===== src/rtl/prefetch_queue.sv =====
// prefetch_queue
//   Byte-wide instruction prefetch queue. It requests sequential code bytes
//   from the bus FSM, stores each returned byte in a circular FIFO, and
//   presents the oldest two bytes to the core as a little-endian word. A
//   flush restarts fetching at a new address and discards any byte in flight.
//
// Ports
//   clk          system clock, rising edge
//   rst          asynchronous active-high reset
//   flush        discard queue and in-flight byte, restart at flush_addr
//   flush_addr   new physical fetch address (sampled with flush)
//   fetch_req    request one code-byte bus cycle
//   fetch_addr   physical address of the next byte to fetch
//   bus_grant    pulse: bus FSM accepted fetch_req
//   bus_valid    pulse: bus_data holds the granted byte
//   bus_data     byte from the AD bus
//   rd_en        core consumes bytes from the head this cycle
//   rd_len       0 = consume one byte, 1 = consume two bytes
//   q_data       {head+1, head}; invalid positions read 8'h00
//   q_level      number of valid bytes
//   underflow    registered pulse: a read asked for more bytes than q_level
//   fsm_state_o  fetch FSM state (0 = IDLE, 1 = WAIT, 2 = DROP)
//
// Handshake: fetch_req is a request level; bus_grant acknowledges it with a
// single-cycle pulse, after which exactly one bus_valid pulse returns the
// byte. Only one fetch is ever outstanding.
module prefetch_queue #(
  parameter int DEPTH = 4,
  parameter int AW    = 20
) (
  input  logic                     clk,
  input  logic                     rst,
  input  logic                     flush,
  input  logic [AW-1:0]            flush_addr,
  output logic                     fetch_req,
  output logic [AW-1:0]            fetch_addr,
  input  logic                     bus_grant,
  input  logic                     bus_valid,
  input  logic [7:0]               bus_data,
  input  logic                     rd_en,
  input  logic                     rd_len,
  output logic [15:0]              q_data,
  output logic [$clog2(DEPTH):0]   q_level,
  output logic                     underflow,
  output logic [1:0]               fsm_state_o
);

  localparam int PW = $clog2(DEPTH);
  localparam int LW = PW + 1;

  typedef enum logic [1:0] {
    S_IDLE = 2'd0,
    S_WAIT = 2'd1,
    S_DROP = 2'd2
  } state_e;

  state_e          state_q, state_d;
  logic [PW-1:0]   wr_ptr_q, wr_ptr_d;
  logic [PW-1:0]   rd_ptr_q, rd_ptr_d;
  logic [LW-1:0]   level_q, level_d;
  logic [AW-1:0]   addr_q, addr_d;
  logic            uf_q, uf_d;
  logic [7:0]      mem_q [DEPTH];

  logic [LW-1:0]   need;
  logic            rd_ok;
  logic            push;
  logic [PW-1:0]   rd_ptr_p1;

  assign need  = rd_len ? LW'(2) : LW'(1);
  assign rd_ok = rd_en && (need <= level_q);
  // A returned byte is kept only for a live fetch that is not being flushed.
  assign push  = (state_q == S_WAIT) && bus_valid && !flush;

  // Held low during reset so the request never escapes while state is forced.
  assign fetch_req = !rst && (state_q == S_IDLE) && (level_q < LW'(DEPTH)) && !flush;

  always_comb begin
    state_d  = state_q;
    wr_ptr_d = wr_ptr_q;
    rd_ptr_d = rd_ptr_q;
    level_d  = level_q;
    addr_d   = addr_q;
    uf_d     = 1'b0;
    if (flush) begin
      wr_ptr_d = '0;
      rd_ptr_d = '0;
      level_d  = '0;
      addr_d   = flush_addr;
      case (state_q)
        // A grant coinciding with flush still owns a bus cycle whose byte
        // must be swallowed.
        S_IDLE:  state_d = bus_grant ? S_DROP : S_IDLE;
        S_WAIT,
        S_DROP:  state_d = bus_valid ? S_IDLE : S_DROP;
        default: state_d = S_IDLE;
      endcase
    end else begin
      case (state_q)
        S_IDLE: if (bus_grant && fetch_req) state_d = S_WAIT;
        S_WAIT: if (bus_valid) begin
          state_d  = S_IDLE;
          wr_ptr_d = wr_ptr_q + PW'(1);
          addr_d   = addr_q + AW'(1);
        end
        S_DROP: if (bus_valid) state_d = S_IDLE;
        default: state_d = S_IDLE;
      endcase
      if (rd_en) begin
        if (rd_ok) rd_ptr_d = rd_ptr_q + PW'(need);
        uf_d = !rd_ok;
      end
      level_d = level_q + LW'(push) - (rd_ok ? need : LW'(0));
    end
  end

  always_ff @(posedge clk or posedge rst) begin
    if (rst) begin
      state_q  <= S_IDLE;
      wr_ptr_q <= '0;
      rd_ptr_q <= '0;
      level_q  <= '0;
      addr_q   <= AW'(20'hFFFF0);
      uf_q     <= 1'b0;
    end else begin
      state_q  <= state_d;
      wr_ptr_q <= wr_ptr_d;
      rd_ptr_q <= rd_ptr_d;
      level_q  <= level_d;
      addr_q   <= addr_d;
      uf_q     <= uf_d;
    end
  end

  // Storage needs no reset: q_data masks positions beyond q_level.
  always_ff @(posedge clk) begin
    if (push) mem_q[wr_ptr_q] <= bus_data;
  end

  assign rd_ptr_p1   = rd_ptr_q + PW'(1);
  assign q_data      = {(level_q >= LW'(2)) ? mem_q[rd_ptr_p1] : 8'h00,
                        (level_q != '0)     ? mem_q[rd_ptr_q]  : 8'h00};
  assign q_level     = level_q;
  assign fetch_addr  = addr_q;
  assign underflow   = uf_q;
  assign fsm_state_o = state_q;

endmodule

===== config.mk =====
export PLATFORM = sky130hd
export DESIGN_NAME = prefetch_queue
export DESIGN_NICKNAME = d
export VERILOG_FILES = /design/src/rtl/prefetch_queue.sv
export SDC_FILE = /design/constraint.sdc
export NUM_CORES = 1
export LEC_CHECK = 0
export ABC_AREA = 1
export BUFFER_PORTS_ARGS = -buffer_cell sky130_fd_sc_hd__buf_4
export CORE_MARGIN = 2
export CORE_UTILIZATION = 59
export DETAILED_ROUTE_END_ITERATION = 16
export PLACE_DENSITY_LB_ADDON = 0.12
export SLEW_MARGIN = 20
export SYNTH_ARGS = -nofsm -noshare
export SYNTH_HDL_FRONTEND = slang
export SYNTH_SLANG_ARGS = --single-unit

===== constraint.sdc =====
create_clock -name clk -period 6.55 [get_ports clk]
set_input_delay 0.3275 -clock clk [delete_from_list [all_inputs] [get_ports clk]]
set_output_delay 0.3275 -clock clk [all_outputs]
set_load 0.05 [all_outputs]

==> flow_metrics.py <==
metrics = {
    "sta": {
        "setup_violations": 0,
        "relSlewSlack_pct": 46.9,
        "holdWs_ns": 0.0769,
        "skew_ns": 0.00709,
        "fin_crit_ns": 3.12,
        "slew_viol_final": 0,
        "tightestPinTransition_ns": 0.795,
        "fin_crit_sh_pct": 47.7,
        "tns_ns": 0,
        "rsz0062_at_grt": "false",
        "setup_slack_ns": 3.43,
        "fmax_mhz": 320,
        "hold_viol": 0,
    },
    "grt": {
        "antenna_found_initial": 0,
        "grt_use_total_pct": 27.6,
        "grt_max_degree": 31,
        "grt_pass1_wl_um": 13900,
        "gr-total-overflow": 0,
        "grt_pass1_vias": 3024,
    },
    "final_layout": {
        "nets": 551,
        "final_cell_mix": "nand2_1, buf_4, nor2_1",
        "seq_area_um2": 1730,
        "layout_commonest_cell": "nand2_1",
        "num_antenna_cells": 0,
        "multiInputGateArea_um2": 1590,
        "nFillCells": 429,
        "area_growth_pct": 23.2,
        "drive_gt1_share_pct": 24.7,
        "postLayoutCoreUtil_pct": 74.7,
    },
    "synthesis": {
        "synth_fp_nets": 474,
        "synth_edf_count": 32,
        "yosysTopAreaCell": "edfxtp_1",
        "synthArstFlopShare_pct": 48.4,
        "synthCells": 424,
        "ys_warn_count": 0,
        "yosysSeqAreaShare_pct": 48.5,
        "synthesis.area_um2": 3570,
        "syn_avg_cell_area_um2": 8.42,
        "synth-main-ff-cell": "edfxtp_1",
        "netlist.area_leader.share_pct": 26.9,
        "ys_ff_latch": 62,
        "synthTopCellsByArea": "edfxtp_1, dfstp_2, nand2_1",
        "synth_cell_types": 37,
    },
    "run_status": {
        "run_status": "finished, final reports clean",
    },
    "clock_network": {
        "cts_max_path_buffers": 2,
        "cts_buffers": 9,
        "postCtsResizedCells": 0,
        "clk_pin_slew_worst_paths_ns": 0.07,
        "postCtsHoldBufs": 0,
        "postCtsSetupRepairBufs": 0,
        "clock_sinks": 62,
        "h-tree-depth": 3,
        "clk_latency_ns": 0.35,
        "clockRootBuffer": "clkbuf_8",
        "cts_tree": "yes",
    },
    "power": {
        "swShare_pct": 46.6,
        "p_clk_share_pct": 21.3,
        "power_density_nw_per_um2": 361,
        "p_seq_share_pct": 33.0,
        "power.internal_uw": 847,
        "p_sw_uw": 738,
        "leakagePower_uw": 0.00200,
        "max-vdd-ir-drop_v": 0.000203,
        "combPwrFrac_pct": 45.6,
    },
    "floorplan": {
        "dieArea_um2": 6690,
        "die_x_um": 81.8,
        "num_rows": 28,
        "io_pins": 78,
        "fp.dieH_um": 81.8,
        "core_um2": 5890,
        "start_util_pct": 60.6,
    },
    "detailed_routing": {
        "wl_um": 8640,
        "met2_length_um": 4290,
        "wl_per_cell_um": 14.9,
        "wl_met1_um": 3650,
        "dr.max_layer_used": "met4",
        "viasPerCell": 5.61,
        "dr.pass1.iters": 5,
        "wl_met3_um": 584,
        "drt.antenna.violating_nets": 0,
        "drt_iter0_drc": 278,
        "num_vias": 3259,
        "drc": 0,
    },
    "hold_path": {
        "hold_class": "input port to async pin",
    },
    "worst_setup_path": {
        "worstReg2RegStart": "fsm_state_o[1]",
        "required_ns": 6.77,
        "cp-end-kind": "flip-flop",
        "rr_worst_depth": 12,
        "r2r-end": "q_level[2]",
        "crit_fanout": 12,
        "cp-startpoint": "fsm_state_o[1]",
        "path_class": "flip-flop to flip-flop",
        "crit_path_end": "q_level[2]",
        "worstSetupStartpointType": "flip-flop",
        "reg2reg_setup_slack_ns": 3.43,
        "critical_path_arrival_ns": 3.35,
    },
    "place": {
        "hpwlAfterDp_um": 6130,
        "place_congestion": 0.890,
        "io_buffers": 77,
        "dp_worst_setup_slack_ns": 3.45,
    },
    "run": {
        "maxCapViolations": 0,
    },
}
## registers in the layout, indices dropped and copies added (netlist names)
register,cells
underflow,1
fetch_addr,20
rd_ptr_q,2
q_level,3
mem_q,32
wr_ptr_q,2
fsm_state_o,2
## cell families after synthesis
kind of cell             share of synthesized area, %
AND/OR/NAND/NOR                                  23.0
buffers and inverters                            7.19
AO/OA/AOI/OAI                                    13.1
flip-flops                                       48.5
adder cells (fa/ha/maj)                          5.47
XOR/XNOR                                         2.70
## metrics by stage
stage,total power (uW),instances,cell area (um^2)
5_1_grt,1670,581,4400
2_1_floorplan,1030,424,3570
6_report,1590,581,4400
3_5_place_dp,1250,565,4190
3_3_place_gp,1230,565,4190
4_1_cts,1580,581,4390
## power groups by stage
stage	Clock [uW]	Sequential (uW)	Combinational (uW)
after floorplan	0	611	422
after global placement	0	526	702
after detailed placement	0	528	719
after CTS	340	521	722
after global routing	359	529	781
final	338	523	724
## how the worst min path moves through the flow
| stage | startpoint | end | depth (start not counted) |
|---|---|---|---|
| 2_1_floorplan | rst | fetch_addr[0] | 1 |
| 3_3_place_gp | rst | rd_ptr_q[0] | 3 |
| 3_5_place_dp | rst | underflow | 3 |
| 4_1_cts | rst | rd_ptr_q[0] | 3 |
| 5_1_grt | rst | underflow | 3 |
| 6_report | rst | underflow | 3 |
## area by class of cell
| cell class | instances | area share [%] |
|---|---|---|
| sequential | 62 | 39.4 |
| multi-input combinational | 296 | 36.1 |
| timing repair buffer | 78 | 13.3 |
| inverter | 54 | 4.61 |
| clock buffer | 9 | 2.82 |
| tap | 75 | 2.13 |
| clock inverter | 7 | 1.68 |
## cell usage after synthesis (4+ instances only)
master / count
nand2_1: 98
nor2_1: 50
inv_1: 49
edfxtp_1: 32
o21ai_0: 32
a21oi_1: 27
dfstp_2: 16
nand3_1: 15
dfrtp_1: 14
ha_1: 14
buf_2: 7
a31oi_1: 6
nand4_1: 6
nor3_1: 6
xnor2_1: 6
clkbuf_1: 5
o211ai_1: 5
xor2_1: 5
inv_2: 4
## worst max-delay path, stage by stage (launching register included)
cell and delay [ns]:
dfrtp_1 0.41, inv_1 0.09, ha_1 0.16, nand2_2 0.13, nor2_1 0.62, inv_1 0.40
ha_1 0.37, inv_1 0.05, ha_1 0.12, inv_1 0.05, fa_1 0.37, xor2_1 0.17
nor2_1 0.05
## routing by layer
metal | vias up | track usage [%]
li1 | 1558 | -
met1 | 1551 | 36.0
met2 | 135 | 45.6
met3 | 15 | 6.81
met4 | 0 | 8.67
met5 | - | 0
(Power assumes the default switching activity.)
